===== src/rtl/stopwatch_pkg.sv =====
// Shared types and limits for the stopwatch time-set path.
// Holds the edit FSM encoding, field codes and the wrap-around step helper.
package stopwatch_pkg;

    typedef enum logic [2:0] {
        ST_IDLE   = 3'd0,
        ST_SET_HH = 3'd1,
        ST_SET_MM = 3'd2,
        ST_SET_SS = 3'd3,
        ST_COMMIT = 3'd4
    } sw_state_t;

    localparam logic [1:0] FIELD_NONE = 2'd0;
    localparam logic [1:0] FIELD_HH   = 2'd1;
    localparam logic [1:0] FIELD_MM   = 2'd2;
    localparam logic [1:0] FIELD_SS   = 2'd3;

    localparam logic [7:0] HH_MAX = 8'd99;
    localparam logic [7:0] MS_MAX = 8'd59;

    // One wrap-around step; an out-of-range captured value snaps to 0 either way.
    function automatic logic [7:0] step_field(input logic [7:0] v,
                                              input logic [7:0] max_v,
                                              input logic       up);
        logic [7:0] r;
        if (up)             r = (v >= max_v) ? 8'd0 : v + 8'd1;
        else if (v > max_v) r = 8'd0;
        else if (v == 8'd0) r = max_v;
        else                r = v - 8'd1;
        return r;
    endfunction

endpackage


===== src/rtl/btn_debounce.sv =====
// Raw push-button conditioning: 2-FF synchronizer, tick-based debouncer,
// one-clk press pulse on the debounced rising edge, optional auto-repeat.
module btn_debounce #(
    parameter int DEBOUNCE_TICKS = 20,
    parameter int HOLD_TICKS     = 500,
    parameter int REPEAT_TICKS   = 100,
    parameter bit REPEAT_EN      = 1'b1
) (
    input  logic clk,
    input  logic rst_n,
    input  logic tick,
    input  logic btn,
    output logic press
);

    localparam int DW = $clog2(DEBOUNCE_TICKS + 1);

    logic          sync1, sync2;
    logic          level, level_q;
    logic [DW-1:0] deb_cnt;
    logic          rise;

    always_ff @(posedge clk or negedge rst_n) begin
        if (!rst_n) begin
            sync1   <= 1'b0;
            sync2   <= 1'b0;
            level   <= 1'b0;
            level_q <= 1'b0;
            deb_cnt <= '0;
        end else begin
            sync1   <= btn;
            sync2   <= sync1;
            level_q <= level;
            // Only a run of disagreeing tick samples moves the debounced level.
            if (tick) begin
                if (sync2 != level) begin
                    if (deb_cnt == DW'(DEBOUNCE_TICKS - 1)) begin
                        level   <= sync2;
                        deb_cnt <= '0;
                    end else begin
                        deb_cnt <= deb_cnt + DW'(1);
                    end
                end else begin
                    deb_cnt <= '0;
                end
            end
        end
    end

    assign rise = level & ~level_q;

    if (REPEAT_EN) begin : g_repeat
        localparam int HMAX = (HOLD_TICKS > REPEAT_TICKS) ? HOLD_TICKS : REPEAT_TICKS;
        localparam int HW   = $clog2(HMAX + 1);

        logic [HW-1:0] hold_cnt;
        logic          repeating;
        logic          rpt;

        always_ff @(posedge clk or negedge rst_n) begin
            if (!rst_n) begin
                hold_cnt  <= '0;
                repeating <= 1'b0;
                rpt       <= 1'b0;
            end else begin
                rpt <= 1'b0;
                if (!level) begin
                    hold_cnt  <= '0;
                    repeating <= 1'b0;
                end else if (tick) begin
                    // First interval is the hold delay, later ones the repeat period.
                    if (hold_cnt == (repeating ? HW'(REPEAT_TICKS - 1) : HW'(HOLD_TICKS - 1))) begin
                        hold_cnt  <= '0;
                        repeating <= 1'b1;
                        rpt       <= 1'b1;
                    end else begin
                        hold_cnt <= hold_cnt + HW'(1);
                    end
                end
            end
        end

        assign press = rise | rpt;
    end else begin : g_no_repeat
        assign press = rise;
    end

endmodule


===== src/rtl/stopwatch_set_ctrl.sv =====
// Time-set controller: debounced mode/up/down buttons drive an HH/MM/SS edit FSM
// that produces edited values, a one-clk load strobe and blink control.
module stopwatch_set_ctrl
    import stopwatch_pkg::*;
#(
    parameter int DEBOUNCE_TICKS = 20,
    parameter int HOLD_TICKS     = 500,
    parameter int REPEAT_TICKS   = 100,
    parameter int BLINK_TICKS    = 250,
    parameter int TIMEOUT_TICKS  = 10000
) (
    input  logic       clk,
    input  logic       rst_n,
    input  logic       tick_1khz,
    input  logic       btn_mode,
    input  logic       btn_up,
    input  logic       btn_down,
    input  logic [7:0] cur_hours,
    input  logic [7:0] cur_minutes,
    input  logic [7:0] cur_seconds,
    output logic [7:0] set_hours,
    output logic [7:0] set_minutes,
    output logic [7:0] set_seconds,
    output logic       load,
    output logic       set_active,
    output logic [1:0] field,
    output logic       blink_en,
    output logic       blink_phase,
    output sw_state_t  state_dbg
);

    localparam int IW = $clog2(TIMEOUT_TICKS + 1);
    localparam int BW = $clog2(BLINK_TICKS + 1);

    logic          mode_p, up_p, down_p;
    logic          mode_ev, up_ev, dn_ev, step_ev, any_ev;
    logic          in_set, nxt_set, timeout;
    sw_state_t     state, state_nxt;
    logic [IW-1:0] idle_cnt;
    logic [BW-1:0] blink_cnt;

    btn_debounce #(.DEBOUNCE_TICKS(DEBOUNCE_TICKS), .HOLD_TICKS(HOLD_TICKS),
                   .REPEAT_TICKS(REPEAT_TICKS), .REPEAT_EN(1'b0))
        u_mode (.clk(clk), .rst_n(rst_n), .tick(tick_1khz), .btn(btn_mode), .press(mode_p));

    btn_debounce #(.DEBOUNCE_TICKS(DEBOUNCE_TICKS), .HOLD_TICKS(HOLD_TICKS),
                   .REPEAT_TICKS(REPEAT_TICKS), .REPEAT_EN(1'b1))
        u_up (.clk(clk), .rst_n(rst_n), .tick(tick_1khz), .btn(btn_up), .press(up_p));

    btn_debounce #(.DEBOUNCE_TICKS(DEBOUNCE_TICKS), .HOLD_TICKS(HOLD_TICKS),
                   .REPEAT_TICKS(REPEAT_TICKS), .REPEAT_EN(1'b1))
        u_down (.clk(clk), .rst_n(rst_n), .tick(tick_1khz), .btn(btn_down), .press(down_p));

    // Mode beats up/down; a simultaneous up+down cancels out.
    assign mode_ev = mode_p;
    assign up_ev   = up_p & ~down_p & ~mode_p;
    assign dn_ev   = down_p & ~up_p & ~mode_p;

    assign in_set  = (state == ST_SET_HH) || (state == ST_SET_MM) || (state == ST_SET_SS);
    assign step_ev = in_set & (up_ev | dn_ev);
    assign any_ev  = (in_set & mode_ev) | step_ev;
    assign timeout = in_set & tick_1khz & ~any_ev & (idle_cnt == IW'(TIMEOUT_TICKS - 1));
    assign nxt_set = (state_nxt == ST_SET_HH) || (state_nxt == ST_SET_MM) || (state_nxt == ST_SET_SS);

    always_ff @(posedge clk or negedge rst_n) begin
        if (!rst_n) state <= ST_IDLE;
        else        state <= state_nxt;
    end

    always_comb begin
        state_nxt = state;
        case (state)
            ST_IDLE:   if (mode_ev) state_nxt = ST_SET_HH;
            ST_SET_HH: if (mode_ev) state_nxt = ST_SET_MM; else if (timeout) state_nxt = ST_IDLE;
            ST_SET_MM: if (mode_ev) state_nxt = ST_SET_SS; else if (timeout) state_nxt = ST_IDLE;
            ST_SET_SS: if (mode_ev) state_nxt = ST_COMMIT; else if (timeout) state_nxt = ST_IDLE;
            ST_COMMIT: state_nxt = ST_IDLE;
            default:   state_nxt = ST_IDLE;
        endcase
    end

    always_comb begin
        field      = FIELD_NONE;
        set_active = 1'b0;
        blink_en   = 1'b0;
        load       = 1'b0;
        case (state)
            ST_SET_HH: begin field = FIELD_HH; set_active = 1'b1; blink_en = 1'b1; end
            ST_SET_MM: begin field = FIELD_MM; set_active = 1'b1; blink_en = 1'b1; end
            ST_SET_SS: begin field = FIELD_SS; set_active = 1'b1; blink_en = 1'b1; end
            ST_COMMIT: load = 1'b1;
            default:   ;
        endcase
    end

    assign state_dbg = state;

    always_ff @(posedge clk or negedge rst_n) begin
        if (!rst_n) begin
            set_hours   <= 8'd0;
            set_minutes <= 8'd0;
            set_seconds <= 8'd0;
            idle_cnt    <= '0;
            blink_cnt   <= '0;
            blink_phase <= 1'b0;
        end else begin
            if (state == ST_IDLE && mode_ev) begin
                set_hours   <= cur_hours;
                set_minutes <= cur_minutes;
                set_seconds <= cur_seconds;
            end else if (step_ev) begin
                case (state)
                    ST_SET_HH: set_hours   <= step_field(set_hours,   HH_MAX, up_ev);
                    ST_SET_MM: set_minutes <= step_field(set_minutes, MS_MAX, up_ev);
                    ST_SET_SS: set_seconds <= step_field(set_seconds, MS_MAX, up_ev);
                    default:   ;
                endcase
            end

            if (!in_set || any_ev)  idle_cnt <= '0;
            else if (tick_1khz)     idle_cnt <= idle_cnt + IW'(1);

            // Entry, field change and every step restart the blink in the visible phase.
            if (!nxt_set) begin
                blink_phase <= 1'b0;
                blink_cnt   <= '0;
            end else if (state_nxt != state || step_ev) begin
                blink_phase <= 1'b1;
                blink_cnt   <= '0;
            end else if (tick_1khz) begin
                if (blink_cnt == BW'(BLINK_TICKS - 1)) begin
                    blink_phase <= ~blink_phase;
                    blink_cnt   <= '0;
                end else begin
                    blink_cnt <= blink_cnt + BW'(1);
                end
            end
        end
    end

endmodule


===== config.mk =====
export PLATFORM = sky130hd
export DESIGN_NAME = stopwatch_set_ctrl
export DESIGN_NICKNAME = d
export VERILOG_FILES = /design/src/rtl/stopwatch_pkg.sv /design/src/rtl/btn_debounce.sv /design/src/rtl/stopwatch_set_ctrl.sv
export SDC_FILE = /design/constraint.sdc
export NUM_CORES = 1
export LEC_CHECK = 0
export ABC_AREA = 1
export CORE_ASPECT_RATIO = 0.6
export CORE_MARGIN = 5
export CORE_UTILIZATION = 50
export CTS_CLUSTER_SIZE = 8
export DETAILED_ROUTE_END_ITERATION = 8
export GPL_TIMING_DRIVEN = 0
export PLACE_DENSITY = 0.72
export SLEW_MARGIN = 20
export SYNTH_ARGS = -nofsm -noshare
export SYNTH_HDL_FRONTEND = slang
export SYNTH_SLANG_ARGS = --single-unit
export TNS_END_PERCENT = 50

===== constraint.sdc =====
create_clock -name clk -period 2.34 [get_ports clk]
set_input_delay 0.351 -clock clk [delete_from_list [all_inputs] [get_ports clk]]
set_output_delay 0.351 -clock clk [all_outputs]
set_load 0.02 [all_outputs]

==> summary.md <==
| Metric | Value |
|---|---|
| Initial Utilization | `0.5111` |
| Synth area leader | `dfrtp_1` |
| DR vias/cell | `5.425` |
| PnR Total Power | `4.727 mW` |
| CTS Buf Count | `9` |
| Clock buffer depth | `2` |
| Unrepaired setup endpoints after global routing | `yes` |
| Placed Instances | `967` |
| Fin cells | `988` |
| Rows | `30` |
| Syn Inst Count | `745` |
| Critical path type | `reg -> out` |
| Core ar. | `between 10000 and 15000 um2` |
| GPL Wtd Cong | `0.9058` |
| Remaining DRCs | `0` |
| Max frequency | `0.4462 GHz` |
| Critical path buffer and inverter count | `4` |
| DR WL/cell | `14.91 um` |
| Hold WC Path Type | `reg -> reg` |
| End of the worst register-to-register path | `set_seconds[6]$_DFFE_PN0P_` |
| Fin worst setup slack | `just under 100 ps` |
| CP arrival | `roughly 1900 ps` |
| Worst path max stage delay | `600 ps` |
| Synth area leaders | `dfrtp_1 43%, nand2_1 7.2%, nor2_1 6.2%, inv_1 5.8%, xor2_1 4.7%` |
| XOR/XNOR Fraction of Synth Area | `0.06219` |
| Hpwl dp | `11140 um` |
| Layout cells sized above 1 | `0.07367` |
| Crit path time final | `2241 ps` |
| WHS Path Cells | `0` |
| Largest family of logic cells by synthesized area | `simple AND/OR/NAND/NOR gates` |
| Setup violations, final | `0` |
| Worst path top cell family by delay | `buffers and inverters` |
| #FFs+latches synth | `99` |
| Drt first pass iters | `6` |
| Crit end category | `output port` |
| Reg-to-reg setup timing slack | `160 ps` |
| Vias | `approximately 5400` |
| Post-Syn Area | `5774 um2` |
| Final WL | `14730 um` |
| GR Overflow Total | `0` |
| Crit path top cell by count | `inv_2` |
| Vias in the first global route | `5041` |
| First-pass GRT wire length | `roughly 25000 um` |
| I/O pin count | `63` |
| Crit path capture | `blink_en` |
| R2R cell count | `8` |
| Synth cell types | `43` |
| Clock Sinks | `99` |
| Port Buffers | `slightly above 60` |
| Largest net degree at the start of global routing | `68` |
| Clk_skew | `10.78 ps` |
| CTS tree | `built` |
| Share of the synthesized area in the top cell type | `0.4290` |
| Worst path depth | `6` |
| Initial DRC Count | `352` |
| Total GRT Usage | `0.2197` |
| CP startpoint kind | `register` |
| Die width | `148.7 um` |
| Critical Path, Cell by Cell | `buf_4 > inv_2 > nor2_1 > inv_2 > nand2_4 > clkdlybuf4s50_1` |
| Post-Syn Nets | `approximately 800` |
| Clk root buf | `clkbuf_16` |
| Htree depth | `3` |
| Compound-gate portion of the synthesized area | `0.1463` |
| Sequential area share after synthesis | `0.4290` |
| Worst slew pin tran | `686.8 ps` |
| Syn Area/Cell | `7.751 um2` |
| CP Launch Point | `state_dbg[1]$_DFF_PN0_` |
| Outcome | `complete, no violations` |
| Cell area power density | `677.9 nW/um2` |
| Post-synthesis mux area share | `0` |
| Adder-Cell Fraction of Synth Area | `0.03684` |
| Die Ht | `93.24 um` |
| Pleak | `3.312 nW` |
| Final Slew Violations | `0` |
| Diodes inserted | `0` |
| Initial antenna violation count | `0` |
| Slew margin rel. | `0.5421` |
| Clk slew on worst S/H paths | `80 ps` |
| Crit path max-delay cell type | `clkdlybuf4s50_1` |
| Clk_lat worst skew | `~350 ps` |
| WP data required | `1990 ps` |
| Die area | `between 10000 and 15000 um2` |
| Fin crit share | `0.9578` |
| MaxCap Viol Count | `0` |
| Pre-CTS setup slack | `85.54 ps` |
| Highest net fanout along the worst path | `7` |
| Syn-to-layout area delta | `20.76%` |
| Warnings from Yosys | `0` |
| Final Hold Vio Count | `0` |
| Simple-Gate Fraction of Synth Area | `0.2414` |
| Worst hold start | `u_down.sync1$_DFF_PN0_` |
| Worst reg2reg path startpoint | `u_mode.level$_DFFE_PN0P_` |
| Worst IR Drop VDD | `0.4612 mV` |
| Post-detailed-route count of antenna-violating nets | `0` |
| Fin nets | `between 800 and 900` |
==> sequential cells by signal, indices dropped and copies added, names as in the netlist, 3 cells and up <==
signal,cells
blink_cnt,8
idle_cnt,14
set_hours,8
set_minutes,8
set_seconds,8
state_dbg,3
u_down.deb_cnt,5
u_down.g_repeat.hold_cnt,9
u_mode.deb_cnt,5
u_up.deb_cnt,5
u_up.g_repeat.hold_cnt,9
==> worst min path at each step <==
stage	to	slack, ps
3_3_place_gp	u_down.sync2$_DFF_PN0_	330
5_1_grt	u_down.sync2$_DFF_PN0_	360
2_1_floorplan	blink_cnt[0]$_DFFE_PN0P_	60
6_report	u_down.sync2$_DFF_PN0_	360
3_5_place_dp	u_down.deb_cnt[4]$_DFFE_PN0P_	260
4_1_cts	u_down.sync2$_DFF_PN0_	360
==> layout by cell type, fill, tap and decap left out, drive strengths merged, types with 3 or more instances in the layout <==
master | netlist | layout
clkdlybuf4s50 | 0 | 59
ha | 17 | 17
xor2 | 31 | 31
a21oi | 41 | 41
nand4 | 18 | 18
nor3 | 28 | 28
nand2 | 115 | 115
inv | 106 | 112
nor4 | 6 | 6
nor2 | 101 | 101
buf | 8 | 14
o22ai | 22 | 22
o21ai | 65 | 65
dfrtp | 99 | 99
clkbuf | 10 | 19
xnor2 | 10 | 10
nand3 | 37 | 37
clkinv | 2 | 3
nand3b | 3 | 3
o211ai | 7 | 7
==> Yosys cell counts <==
library cell,n
nand2_1,111
dfrtp_1,99
nor2_1,96
inv_1,89
o21ai_0,44
a21oi_1,39
nand3_1,36
xor2_1,31
nor3_1,28
o22ai_1,22
o21ai_1,21
nand4_1,18
ha_1,17
inv_2,17
clkbuf_1,10
xnor2_1,10
o211ai_1,7
nor4_1,6
buf_2,5
nor2_2,4
nand3b_1,3
a21oi_2,2
a31oi_1,2
and3_1,2
buf_4,2
clkinv_1,2
nand2_2,2
nand2_4,2
nor3b_1,2
o221ai_1,2
o31ai_1,2
a211oi_1,1
a21boi_1,1
a32oi_1,1
and2_1,1
buf_1,1
nand3_2,1
nor2_8,1
o2111ai_1,1
o2111ai_2,1
o21a_1,1
o21bai_1,1
o2bb2ai_1,1
==> kinds of logic (layout without fill, tap and decap cells) <==
logic type | after synthesis | after routing
AO/OA/AOI/OAI | 149 | 149
XOR/XNOR | 41 | 41
adder cells (fa/ha/maj) | 17 | 17
flip-flops | 99 | 99
buffers and inverters | 126 | 209
AND/OR/NAND/NOR | 313 | 313
==> layout make-up <==
class / instances / area (um2)
inverters: 108 / 405.4
fillers: 974 / 4325
multi-input cells: 520 / 2828
flip-flops and latches: 99 / 2477
well taps: 160 / 200.2
plain buffers: 18 / 81.33
repair buffers: 67 / 681.9
clock buffers: 9 / 225.2
clock inverters: 7 / 73.82
==> per-stage QoR <==
step           setup TNS (ps)  hold slack, ps  utilization  area (um2)
4_1_cts                     0           357.9       0.6127        6923
6_report                    0           358.4       0.6172        6973
3_3_place_gp          -287450           331.2       0.5828        6585
5_1_grt                -12.60           360.5       0.6172        6973
2_1_floorplan               0           55.41            -        5774
3_5_place_dp                0           261.5       0.5854        6614
==> report_power, final <==
group          internal (mW)  total [mW]  switching (mW)
logic                  0.439       0.995           0.556
registers               1.97        2.23           0.250
clock network          0.762        1.51           0.744
==> timing repair <==
action,in CTS,in global routing
setup buffers,0,4
hold buffers,1,0
endpoints found under the setup margin,0,24
endpoints found under the hold margin,32,0
gates resized for setup,0,5
==> routing by layer <==
layer  track usage  part of all wire  up-vias
met1        0.3295              0.49     2550
li1              -                 -     2632
met4       0.05103             0.011        0
met2        0.3279              0.44      163
met3       0.04407             0.061       15
met5             0                 0        -
No activity file was read; power rests on OpenSTA's default activity.
==> variant: new RTL, same flow settings <==
Put one more register stage on the output `set_hours`, cleared by the reset. The value now appears one clock later. The other outputs are not delayed to match.
--- a/src/rtl/stopwatch_set_ctrl.sv
+++ b/src/rtl/stopwatch_set_ctrl.sv
@@ -31,6 +31,8 @@
 
     localparam int IW = $clog2(TIMEOUT_TICKS + 1);
     localparam int BW = $clog2(BLINK_TICKS + 1);
+
+    logic [7:0] set_hours_s0;
 
     logic          mode_p, up_p, down_p;
     logic          mode_ev, up_ev, dn_ev, step_ev, any_ev;
@@ -97,7 +99,7 @@
 
     always_ff @(posedge clk or negedge rst_n) begin
         if (!rst_n) begin
-            set_hours   <= 8'd0;
+            set_hours_s0 <= 8'd0;
             set_minutes <= 8'd0;
             set_seconds <= 8'd0;
             idle_cnt    <= '0;
@@ -105,12 +107,12 @@
             blink_phase <= 1'b0;
         end else begin
             if (state == ST_IDLE && mode_ev) begin
-                set_hours   <= cur_hours;
+                set_hours_s0 <= cur_hours;
                 set_minutes <= cur_minutes;
                 set_seconds <= cur_seconds;
             end else if (step_ev) begin
                 case (state)
-                    ST_SET_HH: set_hours   <= step_field(set_hours,   HH_MAX, up_ev);
+                    ST_SET_HH: set_hours_s0 <= step_field(set_hours_s0,   HH_MAX, up_ev);
                     ST_SET_MM: set_minutes <= step_field(set_minutes, MS_MAX, up_ev);
                     ST_SET_SS: set_seconds <= step_field(set_seconds, MS_MAX, up_ev);
                     default:   ;
@@ -138,5 +140,13 @@
         end
     end
 
+    always_ff @(posedge clk or negedge rst_n) begin
+        if (!rst_n) begin
+            set_hours <= '0;
+        end else begin
+            set_hours <= set_hours_s0;
+        end
+    end
+
 endmodule
 
Check against the original RTL: same outputs for any inputs over 10 cycles, from zero or initial values and one cycle with rst_n low; that may be too few to reach the edited logic, so the function may still have changed.
==> variant against the unedited design <==
Clock skew about the same. Routed wire length rose by 6.0%. Sequential cell count is 8 higher. Cell area increased by 3.3%. Cell count is 0.81% higher. Area after synthesis is 3.7% higher. Setup slack improved by 0.029 ns.
Power is not compared: it rests on default switching activity, and its combinational part moved more than twofold at a synthesized area within 25%.
==> variant: results (changes against the unedited design) <==
run_status:
  status: "completed"
min_path:
  hold_path_startpoint: "u_up.sync1"
  holdPathEnd: "u_up.sync2"
detailed_routing:
  met2_length_um: 6643  # +2.0%
  routed_wl_um: 15620  # +6.0%
  drt-met1-wl_um: 7666  # +7.2%
  drt-initial-drc-count: 415  # +18%
  drtPass1Iterations: 5  # -1
  num_vias: 5479  # +2.2%
  wl_per_cell_um: 15.68  # +5.2%
placement:
  pre_cts_ws_ns: -0.3140  # -0.3995 ns
  gp_congestion: 0.9362  # +3.4%
  place_hpwl_um: 11540  # +3.5%
  dpl_cell_area_sq_um: 6835  # +3.3%
  dp.cells: 978  # +1.1%
  io_buffer_count: 62  # +1.6%
layout:
  fill_cells: 984  # +1.0%
  final_nets: 878  # +0.92%
sta:
  finClkSkew_ns: 0.01089  # +0.0001092 ns
  holdWs_ns: 0.3537  # -0.004656 ns
  slew_headroom_pct: 55.53  # +1.3 points
critical_path:
  r2r_end: "blink_cnt[5]"
  worstPathMaxFanout: 8  # +1
  cpLargestDelayFamily: "buffers and inverters"
  r2r_cells: 15  # +7
  r2r-start: "u_down.level"
yosys:
  synth_xor_area_share_pct: 5.560  # -0.66 points
  synthCells: 755  # +1.3%
  synth_nets: 802  # +1.3%
  synthDistinctLibCells: 39  # -9.3%
  synth_adder_area_share_pct: 3.554  # -0.13 points
  seq_area_frac_synth_pct: 44.73  # +1.8 points
  synthTopCellsByArea: "dfrtp_1, nand2_1, nor2_1"
  synth_compound_area_share_pct: 14.86  # +0.24 points
power:
  power_density_nw_per_um2: 584.5
grt:
  grt_pass1_vias: 5172  # +2.6%
  grt.met3_usage_pct: 5.899  # +1.5 points
  grt_usage_pct: 22.65  # +0.68 points
  grt_pass1_wl_um: 25740  # +3.7%
  grt_start_max_net_pins: 78  # +15%
  grtUsageMet1_pct: 34.25  # +1.3 points
  grt_use_met2_pct: 32.69  # -0.099 points
clocking:
  cts_root_buf: "clkbuf_16"
variant: cell types whose count changed after synthesis, moves of 5 or more:
cell	unedited run	this run
a21oi_1	39	29
dfrtp_1	99	107
nand3_1	36	41
nand4_1	18	12
nor2_1	96	104
nor3b_1	2	11
o21ai_0	44	53
o221ai_1	2	9
o22ai_1	22	11
variant: layout make-up:
type / instances / area share, %
plain buffers: 14 / 1.007
clock buffers: 10 / 3.317
clock inverters: 6 / 0.9898
inverters: 103 / 5.400
multi-input cells: 530 / 39.90
flip-flops and latches: 107 / 37.21
well taps: 160 / 2.778
repair buffers: 66 / 9.394
variant: worst max-delay path by stage:
| stage | to | slack, ns | cells past startpoint |
|---|---|---|---|
| floorplan | blink_phase | 0.43 | 15 |
| detailed placement | blink_phase | -0.31 | 16 |
| global route | blink_phase | -0.02 | 15 |
| CTS | blink_phase | 0.06 | 16 |
| finish | set_active | 0.13 | 6 |
| global placement | set_hours_s0[6] | -3.16 | 1 |
